**config.mk**
```make
export PLATFORM = sky130hd
export DESIGN_NAME = mc_ctrl_fsm
export DESIGN_NICKNAME = d
export VERILOG_FILES = /design/src/rtl/mc_ctrl_fsm.sv
export SDC_FILE = /design/constraint.sdc
export NUM_CORES = 1
export LEC_CHECK = 0
export ABC_CLOCK_PERIOD_IN_PS = 2630
export CAP_MARGIN = 0
export CORE_MARGIN = 2
export CORE_UTILIZATION = 41
export CTS_BUF_LIST = sky130_fd_sc_hd__clkbuf_2 sky130_fd_sc_hd__clkbuf_4 sky130_fd_sc_hd__clkbuf_8
export DETAILED_ROUTE_END_ITERATION = 8
export PLACE_DENSITY = 0.69
export SLEW_MARGIN = 0
export SYNTH_ARGS = -nofsm -noshare
export SYNTH_HDL_FRONTEND = slang
export SYNTH_SLANG_ARGS = --single-unit
export TNS_END_PERCENT = 50
```
**constraint.sdc**
```tcl
create_clock -name clk -period 2.63 [get_ports clk]
set_input_delay 0.3945 -clock clk [delete_from_list [all_inputs] [get_ports clk]]
set_output_delay 0.3945 -clock clk [all_outputs]
set_load 0.005 [all_outputs]
```
**src/rtl/mc_ctrl_fsm.sv**
```systemverilog
// Multi-cycle MIPS control unit: sequences fetch/decode/execute/memory/writeback
// over a shared ALU and memory, with a bounded req/ready memory handshake and a sticky trap.
module mc_ctrl_fsm #(
   parameter int TIMEOUT = 16,
   parameter int CW      = 5
) (
   input  logic       clk,
   input  logic       rst,
   input  logic [5:0] opcode,
   input  logic       mem_ready,
   output logic       mem_req,
   output logic       MemRead,
   output logic       MemWrite,
   output logic       IorD,
   output logic       IRWrite,
   output logic       PCWrite,
   output logic       PCWriteCond,
   output logic [1:0] PCSrc,
   output logic       ALUSrcA,
   output logic [1:0] ALUSrcB,
   output logic [1:0] ALUOp,
   output logic       RegDst,
   output logic       MemtoReg,
   output logic       RegWrite,
   output logic       retire,
   output logic       halt,
   output logic [1:0] cause
);

   typedef enum logic [3:0] {
      S_RST, S_FETCH, S_DECODE, S_MEMADR, S_MEMRD, S_MEMWB, S_MEMWR,
      S_EXEC, S_ALUWB, S_BRANCH, S_ADDIEX, S_ADDIWB, S_JUMP, S_TRAP
   } state_t;

   localparam logic [5:0] OP_RTYPE = 6'b000000;
   localparam logic [5:0] OP_LW    = 6'b100011;
   localparam logic [5:0] OP_SW    = 6'b101011;
   localparam logic [5:0] OP_BEQ   = 6'b000100;
   localparam logic [5:0] OP_ADDI  = 6'b001000;
   localparam logic [5:0] OP_J     = 6'b000010;

   localparam logic [1:0] CAUSE_ILLEGAL = 2'b01;
   localparam logic [1:0] CAUSE_BUS     = 2'b10;

   localparam logic [CW-1:0] WAIT_LAST = CW'(TIMEOUT - 1);
   localparam logic [CW-1:0] CNT_ONE   = CW'(1);

   state_t        state, state_nxt;
   logic [CW-1:0] wait_cnt;
   logic [1:0]    cause_q, cause_nxt;
   logic          mem_wait_state;
   logic          timed_out;

   // Handshake: mem_req stays high for the whole of FETCH/MEMRD/MEMWR; an access
   // completes in the cycle where mem_req && mem_ready, and only that cycle may
   // commit IR/PC or retire a store. A completing mem_ready beats the timeout.
   assign mem_wait_state = (state == S_FETCH) || (state == S_MEMRD) || (state == S_MEMWR);
   assign timed_out      = (wait_cnt == WAIT_LAST) && !mem_ready;

   always_ff @(posedge clk or negedge rst) begin
      if (!rst) begin
         state    <= S_RST;
         wait_cnt <= '0;
         cause_q  <= 2'b00;
      end else begin
         state   <= state_nxt;
         cause_q <= cause_nxt;
         // Staying in a memory state means this cycle was a wait; any move restarts the count.
         if (mem_wait_state && (state_nxt == state)) wait_cnt <= wait_cnt + CNT_ONE;
         else                                        wait_cnt <= '0;
      end
   end

   always_comb begin
      state_nxt = state;
      cause_nxt = cause_q;
      unique case (state)
         S_RST:    state_nxt = S_FETCH;
         S_FETCH: begin
            if (mem_ready) state_nxt = S_DECODE;
            else if (timed_out) begin
               state_nxt = S_TRAP;
               cause_nxt = CAUSE_BUS;
            end
         end
         S_DECODE: begin
            case (opcode)
               OP_LW, OP_SW: state_nxt = S_MEMADR;
               OP_RTYPE:     state_nxt = S_EXEC;
               OP_BEQ:       state_nxt = S_BRANCH;
               OP_ADDI:      state_nxt = S_ADDIEX;
               OP_J:         state_nxt = S_JUMP;
               default: begin
                  state_nxt = S_TRAP;
                  cause_nxt = CAUSE_ILLEGAL;
               end
            endcase
         end
         S_MEMADR: state_nxt = (opcode == OP_LW) ? S_MEMRD : S_MEMWR;
         S_MEMRD, S_MEMWR: begin
            if (mem_ready) state_nxt = (state == S_MEMRD) ? S_MEMWB : S_FETCH;
            else if (timed_out) begin
               state_nxt = S_TRAP;
               cause_nxt = CAUSE_BUS;
            end
         end
         S_EXEC:   state_nxt = S_ALUWB;
         S_ADDIEX: state_nxt = S_ADDIWB;
         S_MEMWB, S_ALUWB, S_BRANCH, S_ADDIWB, S_JUMP: state_nxt = S_FETCH;
         S_TRAP:   state_nxt = S_TRAP;
         default:  state_nxt = S_RST;
      endcase
   end

   always_comb begin
      MemRead     = 1'b0;
      MemWrite    = 1'b0;
      IorD        = 1'b0;
      IRWrite     = 1'b0;
      PCWrite     = 1'b0;
      PCWriteCond = 1'b0;
      PCSrc       = 2'b00;
      ALUSrcA     = 1'b0;
      ALUSrcB     = 2'b00;
      ALUOp       = 2'b00;
      RegDst      = 1'b0;
      MemtoReg    = 1'b0;
      RegWrite    = 1'b0;
      retire      = 1'b0;
      case (state)
         S_FETCH: begin
            MemRead = 1'b1;
            ALUSrcB = 2'b01;
            IRWrite = mem_ready;
            PCWrite = mem_ready;
         end
         S_DECODE: ALUSrcB = 2'b11;
         S_MEMADR: begin
            ALUSrcA = 1'b1;
            ALUSrcB = 2'b10;
         end
         S_MEMRD: begin
            IorD    = 1'b1;
            MemRead = 1'b1;
         end
         S_MEMWB: begin
            MemtoReg = 1'b1;
            RegWrite = 1'b1;
            retire   = 1'b1;
         end
         S_MEMWR: begin
            IorD     = 1'b1;
            MemWrite = 1'b1;
            retire   = mem_ready;
         end
         S_EXEC: begin
            ALUSrcA = 1'b1;
            ALUOp   = 2'b10;
         end
         S_ALUWB: begin
            RegDst   = 1'b1;
            RegWrite = 1'b1;
            retire   = 1'b1;
         end
         S_BRANCH: begin
            ALUSrcA     = 1'b1;
            ALUOp       = 2'b01;
            PCWriteCond = 1'b1;
            PCSrc       = 2'b01;
            retire      = 1'b1;
         end
         S_ADDIEX: begin
            ALUSrcA = 1'b1;
            ALUSrcB = 2'b10;
         end
         S_ADDIWB: begin
            RegWrite = 1'b1;
            retire   = 1'b1;
         end
         S_JUMP: begin
            PCWrite = 1'b1;
            PCSrc   = 2'b10;
            retire  = 1'b1;
         end
         default: ;
      endcase
   end

   assign mem_req = MemRead | MemWrite;
   assign halt    = (state == S_TRAP);
   assign cause   = cause_q;

endmodule

```
# Yosys cells after proc, flatten, opt, wreduce, memory -nomap -nowiden
# Index checks and enable logic that the tools add are counted.
dict set report word_totals {
  ff_bits 11
  latch_bits 0
  ramBits 0
  romBits 0
  input_bits 9
  output_inout_bits 21
  memories 0
}
dict set report classes {
  addsub 1
  multipliers 0
  n_div 0
  n_lt_le_gt_ge 0
  eq_ne 23
  shifts 0
  n_mux 26
  bitwise_logic 1
  reduce_logical 19
}
# cell count
set ops {}
lappend ops {{4-bit one-hot mux with 8 select lines} 1}
lappend ops {{4-bit == test (second input constant)} 6}
lappend ops {{4-bit one-hot mux with 5 select lines} 1}
lappend ops {{4-bit by 3-bit == test with 1-bit output (second input constant)} 4}
lappend ops {{6-bit == test (second input constant)} 2}
lappend ops {{4-bit two-way mux} 3}
lappend ops {{2-bit one-hot mux with 2 select lines} 3}
lappend ops {{6-bit OR reduction} 2}
lappend ops {{1-bit two-way mux} 9}
lappend ops {{4-bit by 2-bit == test with 1-bit output (second input constant)} 2}
lappend ops {{2-bit two-way mux} 4}
lappend ops {{2-bit OR reduction} 4}
lappend ops {{6-bit by 2-bit == test with 1-bit output (second input constant)} 1}
lappend ops {{6-bit by 3-bit == test with 1-bit output (second input constant)} 1}
lappend ops {{6-bit by 4-bit == test with 1-bit output (second input constant)} 1}
lappend ops {{6-bit logical NOT} 1}
lappend ops {{2-bit one-hot mux with 3 select lines} 1}
lappend ops {{3-bit OR reduction} 2}
lappend ops {{5-bit by 1-bit adder with 5-bit output (second input constant)} 1}
lappend ops {{5-bit by 4-bit == test with 1-bit output (second input constant)} 1}
lappend ops {{5-bit two-way mux} 1}
lappend ops {{5-bit OR reduction} 1}
lappend ops {{4-bit by 1-bit == test with 1-bit output (second input constant)} 1}
lappend ops {{4-bit == test} 1}
lappend ops {{12 further kinds} 16}

# Logic depth before layout (Yosys ltp)
# Gate-level depths: netlist of run 1.
dict set report depth {
  depth_word 8
  ltp_mapped 8
}

# Least setup slack after synthesis of run 1
# OpenSTA, ideal clock, no wires.
dict set report synth_path {
  path_type {register -> register}
  start {register wait_cnt[0]}
  end {register wait_cnt[1]}
  setup_time_ns 0.095
  arrival_time_ns 2.019
  t_required_ns 2.535
  setup_slack_ns 0.516
  stages_incl_launch_ff 9
  path_buffers 0
  cell_sequence {dfrtp_1 ha_1 and3_1 ha_1 nor2b_1 o211ai_1 a21boi_0 o2111ai_4 nor4b_2}
}
dict set report synth_between {
  elab_chain_len 8
  word_cells_on_any_way 10
}
# element line
set synth_rtl {}
lappend synth_rtl {{start: declaration} 49} ;# logic [CW-1:0] wait_cnt;
lappend synth_rtl {{start signal: assignment} 69} ;# if (mem_wait_state && (state_nxt == state)) wait_cnt <= wait_cnt + CNT_ONE;
lappend synth_rtl {{5-bit by 4-bit == test with 1-bit output} 58} ;# assign timed_out = (wait_cnt == WAIT_LAST) && !mem_ready;
lappend synth_rtl {{1-bit logical AND} 58}
lappend synth_rtl {{4-bit two-way mux} {81, 102}}
lappend synth_rtl {{4-bit two-way mux, on equally long branches} {101, 80}}
lappend synth_rtl {{4-bit one-hot mux with 8 select lines} 77} ;# unique case (state)
lappend synth_rtl {{4-bit == test} 69}
lappend synth_rtl {{1-bit logical AND} 69}
lappend synth_rtl {{5-bit two-way mux *} 69}
# Mark *: on every way between the ends. The rest lies on a longest branch, timed or not.
# A chain may end at the register's enable or synchronous reset.

# Final worst setup path of run 1
dict set report layout_path {
  start {register state[2]}
  end {output ALUSrcB[1]}
}
dict set report layout_between {
  elab_chain_len 3
  word_cells_on_any_way 6
}
# element line
set layout_rtl {}
lappend layout_rtl {{start: declaration} 48} ;# state_t state, state_nxt;
lappend layout_rtl {{start signal: assignment} 66} ;# state <= state_nxt;
lappend layout_rtl {{4-bit == test / 4-bit by 2-bit == test with 1-bit output (equally long branches)} 130} ;# case (state)
lappend layout_rtl {{2-bit OR reduction (no source line)} --}
lappend layout_rtl {{2-bit one-hot mux with 3 select lines *} 130}
lappend layout_rtl {{end: declaration} 20} ;# output logic [1:0] ALUSrcB,
# Marked as above.

==> results of run 1 <==
==> layout by cell type (no fill, tap or decap), types with 2 or more instances in the layout <==
cell             count
buf_4                3
clkbuf_4             4
o21ai_0              7
nor2b_1              2
clkdlybuf4s50_1     29
a21oi_1              5
ha_1                 2
nor2_1              16
nor3_1               6
nor4_1               5
o2bb2ai_1            2
o211ai_1             2
mux2i_1              2
and2_1               2
inv_1                7
o22ai_1              2
a32oi_1              2
o21a_1               3
xor2_1               2
xnor2_1              4
dfrtp_1             11
or2_2                3
nand2b_1             2
nand3_1              3
nand2_1              5
and3_1               2
==> per-layer routing <==
layer	wire (um)	vias to the layer above	GRT usage	share of wire
met5	0	-	0	0
met1	1120	465	0.244	0.44
li1	-	514	-	-
met3	135	5	0.00820	0.053
met4	45	0	0.0750	0.018
met2	1220	37	0.343	0.48
==> cells in the mapped netlist, types with 2 or more instances <==
master	count
o2bb2ai_1	2
or2_2	3
a32oi_1	2
inv_1	7
o211ai_1	2
nand3_1	3
o21a_1	3
o22ai_1	2
nor2b_1	3
a21oi_1	5
dfrtp_1	11
clkbuf_1	3
nand2_1	5
nor3_1	6
ha_1	2
and2_1	2
buf_4	4
nor2_1	16
nand2b_1	2
mux2i_1	2
buf_2	2
and3_1	2
xor2_1	2
xnor2_1	4
o21ai_0	7
nor4_1	5
==> cells by family after synthesis <==
family          after synthesis
compound gates               33
xor+xnor                      6
fa+ha+maj                     3
buf+inv                      18
flops                        11
mux                           2
simple gates                 54
==> cell type report <==
cell class,instances,area [sq um],area share
inverter,7,26.3,0.0194
multi-input combinational,98,673,0.497
timing repair buffer,32,313,0.231
sequential,11,275,0.203
tap,30,37.5,0.0277
clock buffer,4,30.0,0.0222
==> state kept, by name, summed over array words and instances, names as in the netlist <==
| register | count |
|---|---|
| state | 4 |
| wait_cnt | 5 |
| cause | 2 |
==> report_power, final <==
| part | switching [mW] | internal [mW] |
|---|---|---|
| sequential | 0.0682 | 0.203 |
| clock | 0.0537 | 0.0690 |
| combinational | 0.413 | 0.414 |
| total | 0.535 | 0.687 |
==> worst min path at each step <==
stage	to	cells after the start	start
6_report	wait_cnt[4]$_DFF_PN0_	1	rst
5_1_grt	wait_cnt[4]$_DFF_PN0_	1	rst
4_1_cts	wait_cnt[3]$_DFF_PN0_	1	rst
3_5_place_dp	wait_cnt[0]$_DFF_PN0_	1	wait_cnt[0]$_DFF_PN0_
3_3_place_gp	wait_cnt[0]$_DFF_PN0_	1	wait_cnt[0]$_DFF_PN0_
2_1_floorplan	cause[0]$_DFFE_PN0P_	0	rst
==> stage by stage <==
step           hold WS (ns)   util  worst slack (ns)  area [sq um]  power (mW)
2_1_floorplan        0.0989      -             0.516          1040       0.792
6_report              0.446  0.557             0.162          1360        1.22
3_5_place_dp          0.475  0.544             0.129          1320        1.10
4_1_cts               0.447  0.556             0.148          1350        1.23
5_1_grt               0.479  0.557            0.0152          1360        1.33
3_3_place_gp          0.464  0.544             0.179          1320        1.09
==> flow_summary.toml, run 1 <==
[status]
outcome = "finished, final reports clean"

[critical_path]
timing.rr.end = "wait_cnt[4]$_DFF_PN0_"
cp-start-kind = "register"
crit_family = "simple AND/OR/NAND/NOR gates"
worstPathMaxFanout = 14
slowest_stage = "or4b_1"
regToRegStartpoint = "wait_cnt[0]$_DFF_PN0_"
cpPeakStageDelay_ns = 0.68
path_buf_inv = 1
arrival_ns = 2.07
cp_data_required_time_ns = 2.24
crit_chain = "or4b_1 -> nand2_1 -> clkdlybuf4s50_1"
cp-startpoint = "state[2]$_DFF_PN0_"
cp-end-kind = "primary output"
critPathCapture = "ALUSrcB[1]"
path_depth = 3
rr_worst_depth = 8
r2r_slack_ns = 0.24
critPathKind = "register to primary output"

[floorplanning]
die_w_um = 54.3
initial_core_util = 0.427
core_area_sq_um = 2430
die_area_sq_um = 2950
die_y_um = 54.3
pin_count = 30
rows = 18

[routing]
vias_per_cell = 5.61
vias = 1021
firstDrtPassIters = 4
wire_per_inst_um = 13.9
drt_wl_total_mm = 2.52
drt_iter0_drc = 10
route.detailed.drc = 0
ant_nets = 0

[timing]
finalCritPeriodShare = 0.939
hold_violations = 0
slew_violations = 0
maxSlewHeadroom = 0.650
worstMarginPinSlew_ns = 0.510
finClkSkew_ns = 0.00525
layout_min_cycle_time_ns = 2.47
finalSetupViolations = 0
setup-tns-final_ns = 0
rsz0062_at_grt = "false"
max_freq_mhz = 405

[yosys]
synthArstFlopShare = 1.00
synth-edff-count = 0
synthTopCellsByArea = "dfrtp_1 27%, nor2_1 5.8%, o21ai_0 3.4%, xnor2_1 3.4%, nor4_1 3.0%"
synth_top_cell_by_area = "dfrtp_1"
ys.warnings.count = 0
synthMuxAreaShare = 0.0193
ys_seq_area_frac = 0.265
synth_top_family_by_area = "simple AND/OR/NAND/NOR gates"
synth_compound_area_frac = 0.248
synth_xor_area_frac = 0.0506
synth_cell_types = 46
netlist_area_sq_um = 1040
synth_nets = 138
yosys_most_used_dff = "dfrtp_1"
synthesis.instances = 127
syn_area_per_cell_sq_um = 8.18
synth_simple_gate_area_share = 0.294
yosysTopAreaCellShare = 0.265
synth_fa_ha_area_frac = 0.0337
synth_seq_cells = 11

[clocking]
postCtsResizedCells = 0
cts.sink_count = 11
cts_root_buf = "clkbuf_4"
cts_buffers = 3
worstSkewPairLatency_ns = 0.27
hold_buffers = 0
postCtsSetupBuffers = 0
htree_levels = 1
cts.clk_slew.worst_paths_ns = 0.07
cts_tree = "built"
cts.path.max_buffers = 2

[global_routing]
antenna_found_initial = 0
grt_overflow = 0
grt_pass1_vias = 904
grt_pass1_wl_mm = 4.16
gr-usage-all-layers = 0.193
grt_max_degree = 24

[placement]
gp_congestion = 0.815
port_buffers = 29
place_hpwl_mm = 2.05
dpl.cell_count = 178

[layout]
num-fill-cells = 252
num_antenna_cells = 0
fin_nets = 164
drive_gt1_frac = 0.132
finalNonFillerCells = 182
area_delta_synth_final_pct = 30.5

[power_and_ir_drop]
p_leak_nw = 0.511
vdd_drop_max_mv = 0.594
power.density_nw_per_um2 = 902

[worst_hold_path]
hp-class = "primary input to asynchronous set/reset pin"

[job]
maxCapViolations = 0
No activity file was read; power rests on OpenSTA's default activity.
==> run 2: changes to the inputs <==
--- a/config.mk
+++ b/config.mk
@@ -11,6 +11,7 @@
 export CORE_UTILIZATION = 41
 export CTS_BUF_LIST = sky130_fd_sc_hd__clkbuf_2 sky130_fd_sc_hd__clkbuf_4 sky130_fd_sc_hd__clkbuf_8
 export DETAILED_ROUTE_END_ITERATION = 8
+export MAX_ROUTING_LAYER = met4
 export PLACE_DENSITY = 0.69
 export SLEW_MARGIN = 0
 export SYNTH_ARGS = -nofsm -noshare
==> run 2 against run 1 <==
Against the previous run:
- clock skew barely moved
- hold slack got worse by 0.00057 ns
- maximum frequency fell by 0.28%
- worst setup slack got worse by 0.0069 ns
- global-route usage rose by 0.55 points
- via count rose by 0.20%
- final cell count did not move
- sequential cell count did not move
- utilization did not move
- critical path type unchanged
- largest cell class unchanged
==> flow_summary.toml, run 2 (synthesized netlist as in run 1, its figures left out) <==
[clocking]
cts_tree = "built"
htree_levels = 1
cts_root_buf = "clkbuf_4"
cts.sink_count = 11
postCtsSetupBuffers = 0
cts_buffers = 3
worstSkewPairLatency_ns = 0.27
cts.path.max_buffers = 2
cts.clk_slew.worst_paths_ns = 0.07

[status]
outcome = "finished, final reports clean"

[timing]
finalWorstSetupSlack_ns = 0.155
slew_violations = 0
finalSetupViolations = 0
setup-tns-final_ns = 0
worstMarginPinSlew_ns = 0.510
finClkSkew_ns = 0.00509
maxSlewHeadroom = 0.650
finalCritPeriodShare = 0.941
layout_min_cycle_time_ns = 2.48
hold_violations = 0
max_freq_mhz = 404
rsz0062_at_grt = "false"

[layout]
largest_reg_flops = 5
multi_input_area_sq_um = 673
drive_gt1_frac = 0.132
final_common_cell = "clkdlybuf4s50_1"
final_area_sq_um = 1360
layout_common_cells = "29 x clkdlybuf4s50_1, 16 x nor2_1, 11 x dfrtp_1"
fin_nets = 164
top_register = "wait_cnt"
area_delta_synth_final_pct = 30.5
num_antenna_cells = 0
num-fill-cells = 252
seqCellArea_sq_um = 275

[power_and_ir_drop]
p_seq_frac = 0.222
switchingPower_mw = 0.537
clock_power_share = 0.100
internal_power_mw = 0.687
p_leak_nw = 0.511
vdd_drop_max_mv = 0.594
combPwrFrac = 0.678
swShare = 0.439
power.density_nw_per_um2 = 903

[critical_path]
rr_worst_depth = 8
r2r_slack_ns = 0.24
timing.rr.end = "wait_cnt[4]$_DFF_PN0_"
crit_chain = "or4b_1 -> nand2_1 -> clkdlybuf4s50_1"
worstPathMaxFanout = 14
path_depth = 3
crit_family = "simple AND/OR/NAND/NOR gates"
critPathCapture = "ALUSrcB[1]"
critPathKind = "register to primary output"
cpPeakStageDelay_ns = 0.69
slowest_stage = "or4b_1"
cp-startpoint = "state[2]$_DFF_PN0_"
cp-end-kind = "primary output"
cp_data_required_time_ns = 2.24
regToRegStartpoint = "wait_cnt[0]$_DFF_PN0_"
path_buf_inv = 1
arrival_ns = 2.08
cp-start-kind = "register"

[routing]
vias_per_cell = 5.62
drt_iter0_drc = 11
drt_wl_total_mm = 2.53
vias = 1023
wire_per_inst_um = 13.9
route.detailed.drc = 0
ant_nets = 0
firstDrtPassIters = 4

[global_routing]
grt_pass1_vias = 908
grt_pass1_wl_mm = 4.16
grt_max_degree = 24
antenna_found_initial = 0
grt_overflow = 0
gr-usage-all-layers = 0.198

[placement]
gp_congestion = 0.827
port_buffers = 29
pre_cts_slack_ns = 0.129
place_hpwl_mm = 2.05
placedInstanceArea_sq_um = 1320

[worst_hold_path]
hp-class = "primary input to asynchronous set/reset pin"

[job]
maxCapViolations = 0

[floorplanning]
initial_core_util = 0.427
pin_count = 30
core_area_sq_um = 2430
die_area_sq_um = 2950
die_w_um = 54.3
rows = 18
die_y_um = 54.3
## run 2: cell counts in the layout (fill, tap and decap cells not counted)
No cell type changed its count.
## run 2: layer usage
| layer | global-route usage | up-vias | wire, um |
|---|---|---|---|
| met2 | 0.343 | 40 | 1230 |
| met1 | 0.244 | 463 | 1100 |
| met5 | - | - | 0 |
| li1 | - | 515 | - |
| met4 | 0.0750 | 0 | 43 |
| met3 | 0.00820 | 5 | 149 |
## run 2: power by group through the flow
stage | combinational [mW] | sequential [mW] | clock, mW
3_3_place_gp | 0.819 | 0.274 | 0
3_5_place_dp | 0.829 | 0.274 | 0
4_1_cts | 0.831 | 0.271 | 0.129
5_1_grt | 0.915 | 0.282 | 0.133
6_report | 0.829 | 0.272 | 0.123
2_1_floorplan | 0.566 | 0.226 | 0
## run 2: worst min-delay path by stage
stage,end,start,depth (start not counted)
2_1_floorplan,cause[0]$_DFFE_PN0P_,rst,0
3_3_place_gp,wait_cnt[0]$_DFF_PN0_,wait_cnt[0]$_DFF_PN0_,1
3_5_place_dp,wait_cnt[0]$_DFF_PN0_,wait_cnt[0]$_DFF_PN0_,1
4_1_cts,wait_cnt[3]$_DFF_PN0_,rst,1
5_1_grt,wait_cnt[4]$_DFF_PN0_,rst,1
6_report,wait_cnt[4]$_DFF_PN0_,rst,1
## run 2: layout make-up
cell class | count | area share
flip-flops and latches | 11 | 0.203
inverters | 7 | 0.0194
well taps | 30 | 0.0277
repair buffers | 32 | 0.231
multi-input cells | 98 | 0.497
clock buffers | 4 | 0.0222
## run 2: stage by stage
stage | hold slack, ns | cells | power, mW | utilization
floorplan | 0.0989 | 127 | 0.792 | -
global placement | 0.464 | 178 | 1.09 | 0.544
detailed placement | 0.475 | 178 | 1.10 | 0.544
CTS | 0.447 | 182 | 1.23 | 0.556
global route | 0.479 | 182 | 1.33 | 0.557
finish | 0.446 | 182 | 1.22 | 0.557
## run 2: what timing repair did
item                       CTS  global route
gates resized for setup      0             1
setup endpoints to repair    0             1
hold buffers                 0             0
==> run 3: changes to the inputs <==
--- a/config.mk
+++ b/config.mk
@@ -8,11 +8,11 @@
 export ABC_CLOCK_PERIOD_IN_PS = 2630
 export CAP_MARGIN = 0
 export CORE_MARGIN = 2
-export CORE_UTILIZATION = 41
+export CORE_UTILIZATION = 49
 export CTS_BUF_LIST = sky130_fd_sc_hd__clkbuf_2 sky130_fd_sc_hd__clkbuf_4 sky130_fd_sc_hd__clkbuf_8
 export DETAILED_ROUTE_END_ITERATION = 8
 export MAX_ROUTING_LAYER = met4
-export PLACE_DENSITY = 0.69
+export PLACE_DENSITY = 0.8
 export SLEW_MARGIN = 0
 export SYNTH_ARGS = -nofsm -noshare
 export SYNTH_HDL_FRONTEND = slang
==> run 3 against run 2 <==
Against the previous run:
- clock power down 3%
- register-to-register slack improved by 0.03 ns
- non-clock buffer count fell by 1
- maximum frequency is 1.9% lower
- critical endpoint is now retire
- largest power group unchanged
==> flow_summary.toml, run 3 (synthesized netlist as in run 1, its figures left out) <==
[status]
outcome = "finished, final reports clean"

[critical_path]
cpPeakStageDelay_ns = 0.61
crit_chain = "nand2_1 -> nor2_1 -> a21oi_1 -> o22ai_1 -> clkdlybuf4s50_1"
critPathKind = "register to primary output"
worstPathMaxFanout = 14
arrival_ns = 2.13
cp-end-kind = "primary output"
cp_data_required_time_ns = 2.24
cp-start-kind = "register"
path_buf_inv = 1
crit_family = "flip-flops"
slowest_stage = "dfrtp_1"

[placement]
pre_cts_slack_ns = 0.159
place_hpwl_mm = 2.03
placedInstanceArea_sq_um = 1310
port_buffers = 29
gp_congestion = 0.818

[floorplanning]
die_y_um = 50.0
pin_count = 30
initial_core_util = 0.524
die_w_um = 50.0
core_area_sq_um = 1980
die_area_sq_um = 2500
rows = 16

[timing]
setup-tns-final_ns = 0
max_freq_mhz = 396
layout_min_cycle_time_ns = 2.52
hold_violations = 0
finalCritPeriodShare = 0.959
finalSetupViolations = 0
rsz0062_at_grt = "true"
finClkSkew_ns = 0.00317
worstMarginPinSlew_ns = 0.514
slew_violations = 0
maxSlewHeadroom = 0.647
finalWorstSetupSlack_ns = 0.108

[layout]
final_area_sq_um = 1350
num-fill-cells = 164
num_antenna_cells = 0
layout_common_cells = "29 x clkdlybuf4s50_1, 16 x nor2_1, 10 x dfrtp_1"
final_common_cell = "clkdlybuf4s50_1"
top_register = "wait_cnt"
area_delta_synth_final_pct = 29.8
largest_reg_flops = 5
fin_util = 0.680
drive_gt1_frac = 0.139
fin_nets = 163

[power_and_ir_drop]
vdd_drop_max_mv = 0.645
power.density_nw_per_um2 = 908
p_leak_nw = 0.505

[global_routing]
grt_overflow = 0
grt_pass1_wl_mm = 4.50
grt_pass1_vias = 1013
gr-usage-all-layers = 0.241
grt_max_degree = 24
antenna_found_initial = 0

[routing]
route.detailed.drc = 0
firstDrtPassIters = 4
drt_iter0_drc = 16
vias_per_cell = 5.81
drt_wl_total_mm = 2.50
ant_nets = 0
vias = 1034
wire_per_inst_um = 14.0

[clocking]
htree_levels = 1
worstSkewPairLatency_ns = 0.26
hold_buffers = 0
cts_tree = "built"
cts.path.max_buffers = 2
cts_buffers = 3
cts.sink_count = 11
cts_root_buf = "clkbuf_4"
cts.clk_slew.worst_paths_ns = 0.06
postCtsSetupBuffers = 0
postCtsResizedCells = 0

[job]
maxCapViolations = 0

[worst_hold_path]
hp-class = "primary input to asynchronous set/reset pin"
[run 3: changes by cell type in the layout (fill, tap and decap cells not counted), sizes merged]
cell / change
buf: -1
[run 3: layer usage]
layer	wire, um	GRT usage	share of wire
met2	1260	0.401	0.51
met1	1050	0.277	0.42
met5	0	-	0
met4	98	0.148	0.039
met3	87	0.0242	0.035
[run 3: where the power goes]
part / internal, mW / switching (mW)
Sequential: 0.204 / 0.0923
Combinational: 0.408 / 0.399
Clock: 0.0689 / 0.0503
Total: 0.681 / 0.542
[run 3: final timing paths]
path / start / endpoint / slack [ns] / cells past startpoint
worst max-delay path: state[2]$_DFF_PN0_ / retire / 0.11 / 5
worst min-delay path: rst / wait_cnt[0]$_DFF_PN0_ / 0.44 / 1
worst max register to register: wait_cnt[0]$_DFF_PN0_ / wait_cnt[0]$_DFF_PN0_ / 0.27 / 8
worst min register to register: wait_cnt[0]$_DFF_PN0_ / wait_cnt[0]$_DFF_PN0_ / 0.48 / 1
max in group asynchronous: rst / state[1]$_DFF_PN0_ / 1.86 / 1
min in group clk: wait_cnt[0]$_DFF_PN0_ / wait_cnt[0]$_DFF_PN0_ / 0.48 / 1
[run 3: metrics by stage]
| step | cells | power (mW) | hold WS, ns |
|---|---|---|---|
| 4_1_cts | 178 | 1.23 | 0.446 |
| 6_report | 178 | 1.22 | 0.439 |
| 5_1_grt | 178 | 1.34 | 0.487 |
| 3_3_place_gp | 174 | 1.07 | 0.465 |
| 3_5_place_dp | 174 | 1.10 | 0.478 |
| 2_1_floorplan | 127 | 0.792 | 0.0989 |
[run 3: layout make-up]
type | count | area, sq um | share of cell area
Inverter | 7 | 26.3 | 0.0195
Clock buffer | 4 | 30.0 | 0.0223
Timing Repair Buffer | 31 | 305 | 0.227
Sequential cell | 11 | 277 | 0.205
Tap cell | 27 | 33.8 | 0.0251
Multi-Input combinational cell | 98 | 676 | 0.501
==> variant (flow settings as in run 3) <==
Make the reset (`rst`) synchronous in one clocked block.
--- a/src/rtl/mc_ctrl_fsm.sv
+++ b/src/rtl/mc_ctrl_fsm.sv
@@ -59,3 +59,3 @@
 
-   always_ff @(posedge clk or negedge rst) begin
+   always_ff @(posedge clk) begin
       if (!rst) begin
Behaviour: differs if rst is asserted again (counterexample within 4 cycles, from zero or initial values and one cycle with rst low); with rst held inactive, the same outputs for 10 cycles.
==> variant against run 3 <==
Worst setup slack better by 51 ps. First-iteration DRC count rose by 75%. Cell count is 7.3% higher. Count of clock-buffer cells in the layout did not move. Final area increased by 1.0%. Routed wire length increased by 0.68%. Fmax is 2.0% higher. Area after synthesis up 0.72%. Global-route usage fell by 2.6 points. Sequential cell count did not move. Critical path type unchanged. Highest routed layer is now met3.
Power is not compared: it rests on default switching activity, and its combinational part moved more than twofold at a synthesized area within 25%.
==> variant: results (changes against run 3) <==
- Status: complete, no violations (unchanged)
- Post-synth ARST share: 0% (was 100.0%)
- Number of buffers added on ports: 29 (unchanged)
- Reg-to-Reg Start: wait_cnt[0] (unchanged)
- Vias/cell: 5.785 (was 5.809)
- Skew final: 4.705 ps (was 3.168 ps)
- Hold_buf cts: 0 (unchanged)
- Distinct cells, synth: 52 (was 46)
- Initial DRT Pass Iterations: 4 (unchanged)
- Hold slack final: 461.1 ps (was 438.9 ps)
- Post-CTS setup buffers: 0 (unchanged)
- Reg2reg end: cause[1] (was wait_cnt[0])
- Max FO, Critical Path: 16 (was 14)
- Antenna viol nets, final: 0 (unchanged)
- Max reg flops: 5 (unchanged)
- Cells after DPL: 187 (was 174)
- R2r setup slk: 560 ps (was 270 ps)
- Slowest stage delay, CP: 650 ps (was 610 ps)
- Largest net degree at the start of global routing: 17 (was 24)
- CP endpoint: PCWrite (was retire)
- Synth area leaders: dfxtp_1, nor2_1, xnor2_1 (was dfrtp_1, nor2_1, o21ai_0)
- Clock Path Buffers: 2 (unchanged)
- Slowest CP cell: dfxtp_1 (was dfrtp_1)
- Final wirelength: 2.512 mm (was 2.495 mm)
- GPL Wtd Cong: 0.8597 (was 0.8181)
- Max rail drop VDD: ~0.00032 V
- Lkg Pwr: ~0.00049 uW
- Hold Path Class: reg -> reg (was in -> async)
- Register area share after synthesis: 21.05% (was 26.51%)
- R2r worst-path depth: 7 (was 8)
- Layout fillers: 177 (was 164)
- Worst rel slew slack: 64.80% (was 64.73%)
- Total number of vias: 1105 (was 1034)
- First-pass GRT wire length: 4.181 mm (was 4.498 mm)
- Detailed router's first-iteration violation count: 28 (was 16)
- Post-CTS Resized: 0 (unchanged)
- Average size of a mapped cell: 7.580 um2 (was 8.177 um2)
- Synthesized Nets: 149 (was 138)
- Hpwl dp: 1.984 mm (was 2.028 mm)
- Initial antenna violation count: 0 (unchanged)
- CP arrival: 2080 ps (was 2130 ps)
- Clk root buf: clkbuf_4 (unchanged)
- NumNets Final: 176 (was 163)
- Share of layout cells above drive strength 1: 10.98% (was 13.91%)
- Yosys warnings: 0 (unchanged)
- Inserted Clock Buffers: 3 (unchanged)
- Family with the most delay on the worst path: simple AND/OR/NAND/NOR gates (was flip-flops)
- Dominant synthesized flop cell: dfxtp_1 (was dfrtp_1)
- Vias in the first global route: 939 (was 1013)
- Largest reg by FF count: wait_cnt (unchanged)
- CP startpoint: state[0] (was state[2])
- Post-synth top cells: nor2_1, dfxtp_1, inv_1, nand2_1 (was nor2_1, dfrtp_1, inv_1, o21ai_0, nor3_1)
- All-layer global routing usage: 21.56% (was 24.13%)
variant: cell types whose count changed after synthesis, sizes merged, moves of 3 or more:
cell,delta
a211oi,+3
a21oi,+3
a31oi,+3
buf,+4
dfrtp,-11
dfxtp,+11
inv,+3
nand2,+3
nor4,-4
o21ai,-3
variant: cell families after synthesis:
logic type,Yosys count,share of synthesized area (%)
buffers and inverters,23,11.60
multiplexers,1,0.9570
XOR/XNOR,7,5.861
flip-flops,11,21.05
AND/OR/NAND/NOR,56,30.86
AO/OA/AOI/OAI,38,27.27
adder cells (fa/ha/maj),2,2.392
variant: layout make-up:
cell class	count	area, um2	area share [%]
clock buffer	4	30.03	2.206
multi-input combinational	104	704.4	51.75
inverter	10	37.54	2.757
tap	27	33.78	2.482
sequential	11	220.2	16.18
timing repair buffer	35	335.3	24.63
variant: worst min path at each step:
stage	start	end	cells past startpoint
floorplan	wait_cnt[0]	wait_cnt[0]	1
global placement	wait_cnt[0]	wait_cnt[0]	1
detailed placement	wait_cnt[0]	wait_cnt[0]	1
CTS	wait_cnt[0]	wait_cnt[0]	1
global route	wait_cnt[0]	wait_cnt[0]	1
finish	wait_cnt[0]	wait_cnt[0]	1
variant: worst reg2reg max path, cell delays in order, from the launching register on:
cell	delay, ps
dfxtp_1	330
ha_1	230
and3_1	190
ha_1	240
nor2b_1	190
a311o_1	400
and4_4	200
o21a_1	180
variant: power groups by stage:
stage	Clock [uW]	Combinational [uW]	Sequential, uW
after floorplan	0	167	187
after global placement	0	245	208
after detailed placement	0	250	209
after CTS	123	251	205
after global routing	133	274	210
final	122	250	206
variant: metal layers:
metal,vias up,part of all wire [%],GRT usage (%)
li1,560,-,-
met1,515,44,26.99
met2,30,52,36.84
met3,0,3.9,3.571
met4,0,0,3.704
met5,-,0,-
variant: stage by stage:
stage                     total power (uW)  setup WS [ps]  area (um2)
after floorplan                      353.8          720.1        1046
after detailed placement             459.1          352.6        1331
after global routing                 618.0          5.896        1361
after global placement               452.8          415.2        1331
final                                577.8          158.2        1361
after CTS                            579.3          161.3        1361
